## src/rtl/adc_spi_pkg.sv

```systemverilog
// adc_spi_pkg: FSM states and channel/frame helpers shared by the ADC scan sampler
package adc_spi_pkg;

    typedef enum logic [1:0] {IDLE, SETUP, SHIFT, HOLD} state_t;

    // Lowest set bit of mask above cur, wrapping to the lowest set bit; 0 for an empty mask
    function automatic logic [2:0] next_chan(input logic [7:0] mask, input logic [2:0] cur);
        logic [2:0] lo = '0;
        logic [2:0] hi = '0;
        logic any = 1'b0;
        for (int i = 7; i >= 0; i--) begin
            if (mask[i]) lo = 3'(i);
            if (mask[i] && i > int'(cur)) begin
                hi = 3'(i);
                any = 1'b1;
            end
        end
        return any ? hi : lo;
    endfunction

    // MOSI word: channel address at addr_lsb, every other bit zero
    function automatic logic [31:0] frame_word(input logic [2:0] chan, input int addr_lsb);
        return 32'(chan) << addr_lsb;
    endfunction

endpackage

```

## src/rtl/adc_scan_spi_if.sv

```systemverilog
// adc_scan_spi_if: result stream (valid/ready, data, source channel)
//   master: drives valid, data, chan; receives ready
//   slave : receives valid, data, chan; drives ready
interface adc_scan_spi_if #(parameter int DATAW = 12, parameter int CHW = 3);
    logic             valid;
    logic             ready;
    logic [DATAW-1:0] data;
    logic [CHW-1:0]   chan;
    modport master(output valid, data, chan, input ready);
    modport slave(input valid, data, chan, output ready);
endinterface

```

## src/rtl/spi_clkgen.sv

```systemverilog
// spi_clkgen: CLKDIV half-period timer and SCLK phase tracker
//   en           : count while the sampler is not idle
//   shift        : SHIFT state; phase toggles only here (0 = leading half)
//   half_tick    : last clk cycle of a half-period (also paces SETUP/HOLD)
//   lead_end     : last clk cycle of a leading half, MISO sample point
//   period_start : next cycle may begin a new SCLK period (end of SETUP or of a trailing half)
module spi_clkgen #(parameter int CLKDIV = 2) (
    input  logic clk,
    input  logic reset,
    input  logic en,
    input  logic shift,
    output logic half_tick,
    output logic lead_end,
    output logic period_start
);
    localparam int CW = CLKDIV > 1 ? $clog2(CLKDIV) : 1;
    logic [CW-1:0] cnt;
    logic          phase;
    assign half_tick    = en && cnt == CW'(CLKDIV - 1);
    assign lead_end     = half_tick && shift && !phase;
    assign period_start = half_tick && (!shift || phase);
    always_ff @(posedge clk) begin
        cnt   <= (reset || !en || half_tick) ? '0 : cnt + 1'b1;
        phase <= (reset || !shift) ? 1'b0 : phase ^ half_tick;
    end
endmodule

```

## src/rtl/adc_scan_spi.sv

```systemverilog
// adc_scan_spi: channel-scanning SPI sampler for ADC082S021/ADC128S022-style converters
//   clk, reset         : system clock, synchronous active-high reset
//   start, continuous  : begin a scan when idle; keep wrapping while continuous is high
//   chan_mask          : enabled channels, sampled at each frame start
//   busy               : scan in progress
//   m (master)         : result stream, data tagged with source channel
//   overrun/overrun_clr: sticky flag for an overwritten unaccepted result, and its clear
//   sclk, mosi, miso, ss: SPI pins
module adc_scan_spi
    import adc_spi_pkg::*;
#(
    parameter int   NCHAN    = 2,
    parameter int   CHW      = 3,
    parameter int   FRAME    = 16,
    parameter int   ADDR_LSB = 11,
    parameter int   DATAW    = 12,
    parameter int   DATA_LSB = 0,
    parameter int   CLKDIV   = 2,
    parameter logic CPOL     = 1'b0,
    parameter logic SS_IDLE  = 1'b1
) (
    input  logic             clk,
    input  logic             reset,
    input  logic             start,
    input  logic             continuous,
    input  logic [NCHAN-1:0] chan_mask,
    output logic             busy,
    adc_scan_spi_if.master   m,
    output logic             overrun,
    input  logic             overrun_clr,
    output logic             sclk,
    output logic             mosi,
    input  logic             miso,
    output logic             ss
);
    // Bits above the result field simply fall off the top of the shift register
    localparam int SRW = DATA_LSB + DATAW;
    localparam int BW  = $clog2(FRAME);

    state_t           state;
    logic [2:0]       cur, prev;
    logic             prime, flush;
    logic [BW-1:0]    bit_idx;
    logic [SRW-1:0]   sr;
    logic             half_tick, lead_end, period_start, new_res;
    logic [7:0]       mask;
    logic [2:0]       nxt;
    logic [FRAME-1:0] word;

    assign mask    = 8'(chan_mask);
    assign nxt     = next_chan(mask, cur);
    assign word    = FRAME'(frame_word(cur, ADDR_LSB));
    // MISO of the priming frame belongs to no channel we addressed, so it is dropped
    assign new_res = state == SHIFT && period_start && bit_idx == '0 && !prime;

    spi_clkgen #(.CLKDIV(CLKDIV)) u_clkgen (
        .clk          (clk),
        .reset        (reset),
        .en           (state != IDLE),
        .shift        (state == SHIFT),
        .half_tick    (half_tick),
        .lead_end     (lead_end),
        .period_start (period_start)
    );

    always_ff @(posedge clk) begin
        if (reset) begin
            state   <= IDLE;
            busy    <= 1'b0;
            ss      <= SS_IDLE;
            sclk    <= CPOL;
            mosi    <= 1'b0;
            cur     <= '0;
            prev    <= '0;
            prime   <= 1'b0;
            flush   <= 1'b0;
            bit_idx <= '0;
            sr      <= '0;
            m.valid <= 1'b0;
            m.data  <= '0;
            m.chan  <= '0;
            overrun <= 1'b0;
        end else begin
            case (state)
                IDLE: if (start && mask != '0) begin
                    state <= SETUP;
                    busy  <= 1'b1;
                    ss    <= ~SS_IDLE;
                    cur   <= next_chan(mask, 3'd7);
                    prime <= 1'b1;
                    flush <= 1'b0;
                end
                SETUP: if (half_tick) begin
                    state   <= SHIFT;
                    sclk    <= ~CPOL;
                    mosi    <= word[FRAME-1];
                    bit_idx <= BW'(FRAME - 1);
                end
                SHIFT: begin
                    if (lead_end) begin
                        sclk <= CPOL;
                        sr   <= {sr[SRW-2:0], miso};
                    end
                    if (period_start) begin
                        if (bit_idx == '0) begin
                            state <= HOLD;
                            ss    <= SS_IDLE;
                            mosi  <= 1'b0;
                        end else begin
                            sclk    <= ~CPOL;
                            mosi    <= word[bit_idx-1];
                            bit_idx <= bit_idx - 1'b1;
                        end
                    end
                end
                HOLD: if (half_tick) begin
                    if (flush) begin
                        state <= IDLE;
                        busy  <= 1'b0;
                    end else begin
                        state <= SETUP;
                        ss    <= ~SS_IDLE;
                        prev  <= cur;
                        cur   <= nxt;
                        prime <= 1'b0;
                        // Wrapping past the highest channel ends a single pass with one flush frame
                        flush <= mask == '0 || (nxt <= cur && !continuous);
                    end
                end
                default: state <= IDLE;
            endcase
            if (new_res) begin
                m.valid <= 1'b1;
                m.data  <= sr[DATA_LSB +: DATAW];
                m.chan  <= CHW'(prev);
            end else if (m.ready) begin
                m.valid <= 1'b0;
            end
            overrun <= (new_res && m.valid && !m.ready) || (overrun && !overrun_clr);
        end
    end
endmodule

```

## src/flat_wrapper.sv

```systemverilog
// flat-port wrapper written by rule: the top's interface ports become plain ports
module adc_scan_spi_flat import adc_spi_pkg::*;
#(
    parameter int   NCHAN    = 2,
    parameter int   CHW      = 3,
    parameter int   FRAME    = 16,
    parameter int   ADDR_LSB = 11,
    parameter int   DATAW    = 12,
    parameter int   DATA_LSB = 0,
    parameter int   CLKDIV   = 2,
    parameter logic CPOL     = 1'b0,
    parameter logic SS_IDLE  = 1'b1
)
  (clk, reset, start, continuous, chan_mask, busy, overrun, overrun_clr, sclk, mosi, miso, ss, m_valid, m_data, m_chan, m_ready);
  adc_scan_spi_if #(.DATAW(DATAW), .CHW(CHW)) m_i ();
  input  logic clk;
  input  logic reset;
  input  logic start;
  input  logic continuous;
  input  logic [NCHAN-1:0] chan_mask;
  output logic busy;
  output logic overrun;
  input  logic overrun_clr;
  output logic sclk;
  output logic mosi;
  input  logic miso;
  output logic ss;
  output wire logic [$bits(m_i.valid)-1:0] m_valid;
  output wire logic [$bits(m_i.data)-1:0] m_data;
  output wire logic [$bits(m_i.chan)-1:0] m_chan;
  input wire logic [$bits(m_i.ready)-1:0] m_ready;
  assign m_valid = m_i.valid;
  assign m_data = m_i.data;
  assign m_chan = m_i.chan;
  assign m_i.ready = m_ready;
  adc_scan_spi #(.NCHAN(NCHAN), .CHW(CHW), .FRAME(FRAME), .ADDR_LSB(ADDR_LSB), .DATAW(DATAW), .DATA_LSB(DATA_LSB), .CLKDIV(CLKDIV), .CPOL(CPOL), .SS_IDLE(SS_IDLE)) u_core (.clk(clk), .reset(reset), .start(start), .continuous(continuous), .chan_mask(chan_mask), .busy(busy), .m(m_i), .overrun(overrun), .overrun_clr(overrun_clr), .sclk(sclk), .mosi(mosi), .miso(miso), .ss(ss));
endmodule
```

## config.mk

```make
export PLATFORM = sky130hd
export DESIGN_NAME = adc_scan_spi_flat
export DESIGN_NICKNAME = d
export VERILOG_FILES = /design/src/rtl/adc_spi_pkg.sv /design/src/rtl/adc_scan_spi_if.sv /design/src/rtl/spi_clkgen.sv /design/src/rtl/adc_scan_spi.sv /design/src/flat_wrapper.sv
export SDC_FILE = /design/constraint.sdc
export NUM_CORES = 1
export LEC_CHECK = 0
export ABC_CLOCK_PERIOD_IN_PS = 2100
export CAP_MARGIN = 20
export CELL_PAD_IN_SITES_DETAIL_PLACEMENT = 0
export CELL_PAD_IN_SITES_GLOBAL_PLACEMENT = 1
export CORE_MARGIN = 5
export CORE_UTILIZATION = 40
export DETAILED_ROUTE_END_ITERATION = 10
export DONT_BUFFER_PORTS = 1
export PLACE_DENSITY_LB_ADDON = 0.2
export SLEW_MARGIN = 0
export SYNTH_ARGS = -nofsm -noshare
export SYNTH_HDL_FRONTEND = slang
export SYNTH_SLANG_ARGS = --single-unit
```

## constraint.sdc

```tcl
create_clock -name clk -period 2.1 [get_ports clk]
set_input_delay 0.315 -clock clk [delete_from_list [all_inputs] [get_ports clk]]
set_output_delay 0.315 -clock clk [all_outputs]
set_load 0.05 [all_outputs]
```

==> results.json <==
{
  "status": "complete, no violations",
  "clockRootBuffer": "clkbuf_8",
  "hold_buffers": 0,
  "worst_skew_pair.late_latency_ns": 0.29,
  "htreeDepth": 2,
  "coreArea_sq_mm": 0.00472,
  "final_common_cell": "dfxtp_1",
  "setup_viol": 0,
  "path_clk_slew_ns": 0.09,
  "firstDrtPassIters": 5,
  "grt-ovfl-total": 0,
  "critPathKind": "reg2reg",
  "antenna_found_initial": 0,
  "min_period_over_period": 0.882,
  "fp.dieH_um": 79.6,
  "ys_ff_latch": 43,
  "max_freq_ghz": 0.540,
  "start_util": 0.411,
  "yosysTopAreaCell": "dfxtp_1",
  "hold_class": "in2reg",
  "final_cell_mix": "dfxtp_1, nand2_1, a21oi_1, nor2_1, mux2i_1",
  "grt_pass1_vias": 1335,
  "crit_path_start": "u_core.state[0]",
  "drc": 0,
  "ctsResizeCount": 0,
  "core.rowCount": 25,
  "r2r-start": "u_core.state[0]",
  "final_max_slew_viol_count": 0,
  "antenna_left": 0,
  "antenna_cells": 0,
  "numPortBuffers": 0,
  "finish.instance_area_sq_mm": 0.00206,
  "power_frac_seq": 0.481,
  "relSlewSlack": 0.599,
  "final_hold_viol_count": 0,
  "cp-start-kind": "flip-flop",
  "p_leak_nw": 0.813,
  "placed_area_sq_mm": 0.00197,
  "cts_setup_buffers": 0,
  "grt_pass1_wl_mm": 6.29,
  "cts_tree": "yes",
  "netlist_instances": 207,
  "dr_total_vias": 1396,
  "ys.flop_type": "dfxtp_1",
  "fin_crit_ns": 1.85,
  "grt_max_degree": 42,
  "min_from": "reset",
  "cts_buffers": 5,
  "drive_gt1_frac": 0.125,
  "synth.top_cells.by_area": "dfxtp_1, mux2i_1, a21oi_1",
  "tightest_slew_ns": 0.595,
  "p_comb_frac": 0.263,
  "endpoint_kind": "flip-flop",
  "syn_area_sq_mm": 0.00194,
  "routedWlPerCell_um": 13.5,
  "gr-usage-all-layers": 0.126,
  "p_per_area_mw_per_mm2": 1020,
  "p_clk_frac": 0.256,
  "yosys_warnings": 0,
  "power_switching_uw": 734,
  "crit_fanout": 9,
  "rsz0062_at_grt": "no",
  "syn_avg_cell_area_sq_um": 9.37,
  "finalWeightedCongestion": 0.815,
  "fin_tns_setup_ns": 0,
  "critPathArrivalTime_ns": 2.06,
  "synth-edff-count": 0,
  "sw_frac_of_total": 0.351,
  "ys_async_sr_fraction": 0,
  "ioPinCount": 30,
  "cts_sinks": 43,
  "yosysTopAreaCellShare": 0.444,
  "drv_cap": 0,
  "finClkSkew_ns": 0.00491,
  "ir_drop_uv": 533,
  "ys_types": 51,
  "cts_buffer_depth": 2,
  "p_int_mw": 1.36,
  "avgViaCountPerCell": 5.08,
  "die_w_um": 79.6,
  "final_nets": 221,
  "required_ns": 2.30,
  "finalWirelength_mm": 3.71,
  "power.total_mw": 2.09,
  "drt_iter0_markers": 93,
  "dpl.hpwl_mm": 2.64,
  "areaGrowthSynthToFinish_pct": 6.19,
  "die-area_sq_mm": 0.00634,
  "seq_area_frac_synth": 0.444
}
## metal layers
| layer | vias up | share of wire | global-route usage |
|---|---|---|---|
| met1 | 652 | 0.50 | 0.171 |
| met2 | 26 | 0.44 | 0.187 |
| met4 | 0 | 0.014 | 0.0515 |
| met3 | 5 | 0.048 | 0.0372 |
| met5 | - | 0 | 0 |
| li1 | 713 | - | - |
## state kept, by name, summed over array words and instances (netlist names), 2 cells and up
register / flops
u_core.bit_idx: 4
u_core.m.data: 12
u_core.sr: 12
u_core.state: 2
## power by group through the flow
stage / logic (mW) / clock network, mW / registers (mW)
6_report: 0.551 / 0.536 / 1.01
5_1_grt: 0.622 / 0.595 / 1.02
4_1_cts: 0.550 / 0.559 / 1.01
3_5_place_dp: 0.548 / 0 / 1.02
3_3_place_gp: 0.541 / 0 / 1.02
2_1_floorplan: 0.492 / 0 / 1.01
## metrics by stage
| stage | hold WS, ns | util | std cells | setup WS, ns |
|---|---|---|---|---|
| final | 0.0747 | 0.436 | 275 | 0.247 |
| after detailed placement | 0.388 | 0.416 | 267 | 0.251 |
| after floorplan | 0.390 | - | 208 | 0.411 |
| after CTS | 0.0681 | 0.436 | 275 | 0.218 |
| after global placement | 0.388 | 0.416 | 267 | 0.287 |
| after global routing | 0.0609 | 0.436 | 275 | 0.0292 |
## worst max-delay path, stage by stage, from the launching register on
cell and delay (ns):
dfxtp_1 0.34, inv_1 0.14, ha_1 0.40, nand2_1 0.12, o22ai_1 0.28, a21oi_1 0.16, a2111oi_4 0.32
## area by class of cell
cell class | count | area, sq um
Inverter | 9 | 33.8
Fill cell | 472 | 2660
Sequential cell | 43 | 861
Multi-Input combinational cell | 143 | 951
Clock buffer | 5 | 68.8
Clock inverter | 3 | 23.8
Tap cell | 67 | 83.8
Timing Repair Buffer | 5 | 37.5
## path summary, 6_finish.rpt
check	end	slack (ns)	depth (start not counted)
worst max-delay path	u_core.bit_idx[2]	0.25	6
worst min register to register	u_core.sr[0]	0.47	2
worst max register to register	u_core.bit_idx[2]	0.25	6
worst min-delay path	u_core.state[0]	0.07	1
## Yosys cell counts, drive strengths merged, types with 2 or more instances
| master | number |
|---|---|
| and2b | 2 |
| a21oi | 23 |
| a221oi | 2 |
| nor3b | 2 |
| o22ai | 3 |
| mux2i | 13 |
| nand2b | 2 |
| nand2 | 29 |
| buf | 7 |
| nor3 | 6 |
| nor2 | 18 |
| inv | 9 |
| dfxtp | 43 |
| o31ai | 3 |
| clkbuf | 6 |
| nand3 | 3 |
| and2 | 3 |
| ha | 5 |
| and3 | 2 |
| xnor2 | 2 |
| a211oi | 2 |
| o21ai | 3 |
| nor2b | 2 |
## logic make-up (layout without fill, tap and decap cells)
group	Yosys count	in the layout	synth area share
AO/OA/AOI/OAI	46	46	0.172
XOR/XNOR	3	3	0.0136
adder cells (fa/ha/maj)	5	5	0.0323
buffers and inverters	22	22	0.0677
flip-flops	43	43	0.444
multiplexers	14	14	0.0729
other	1	2	0.00193
AND/OR/NAND/NOR	73	73	0.195
Note: power is estimated with default switching activity, not from simulation.
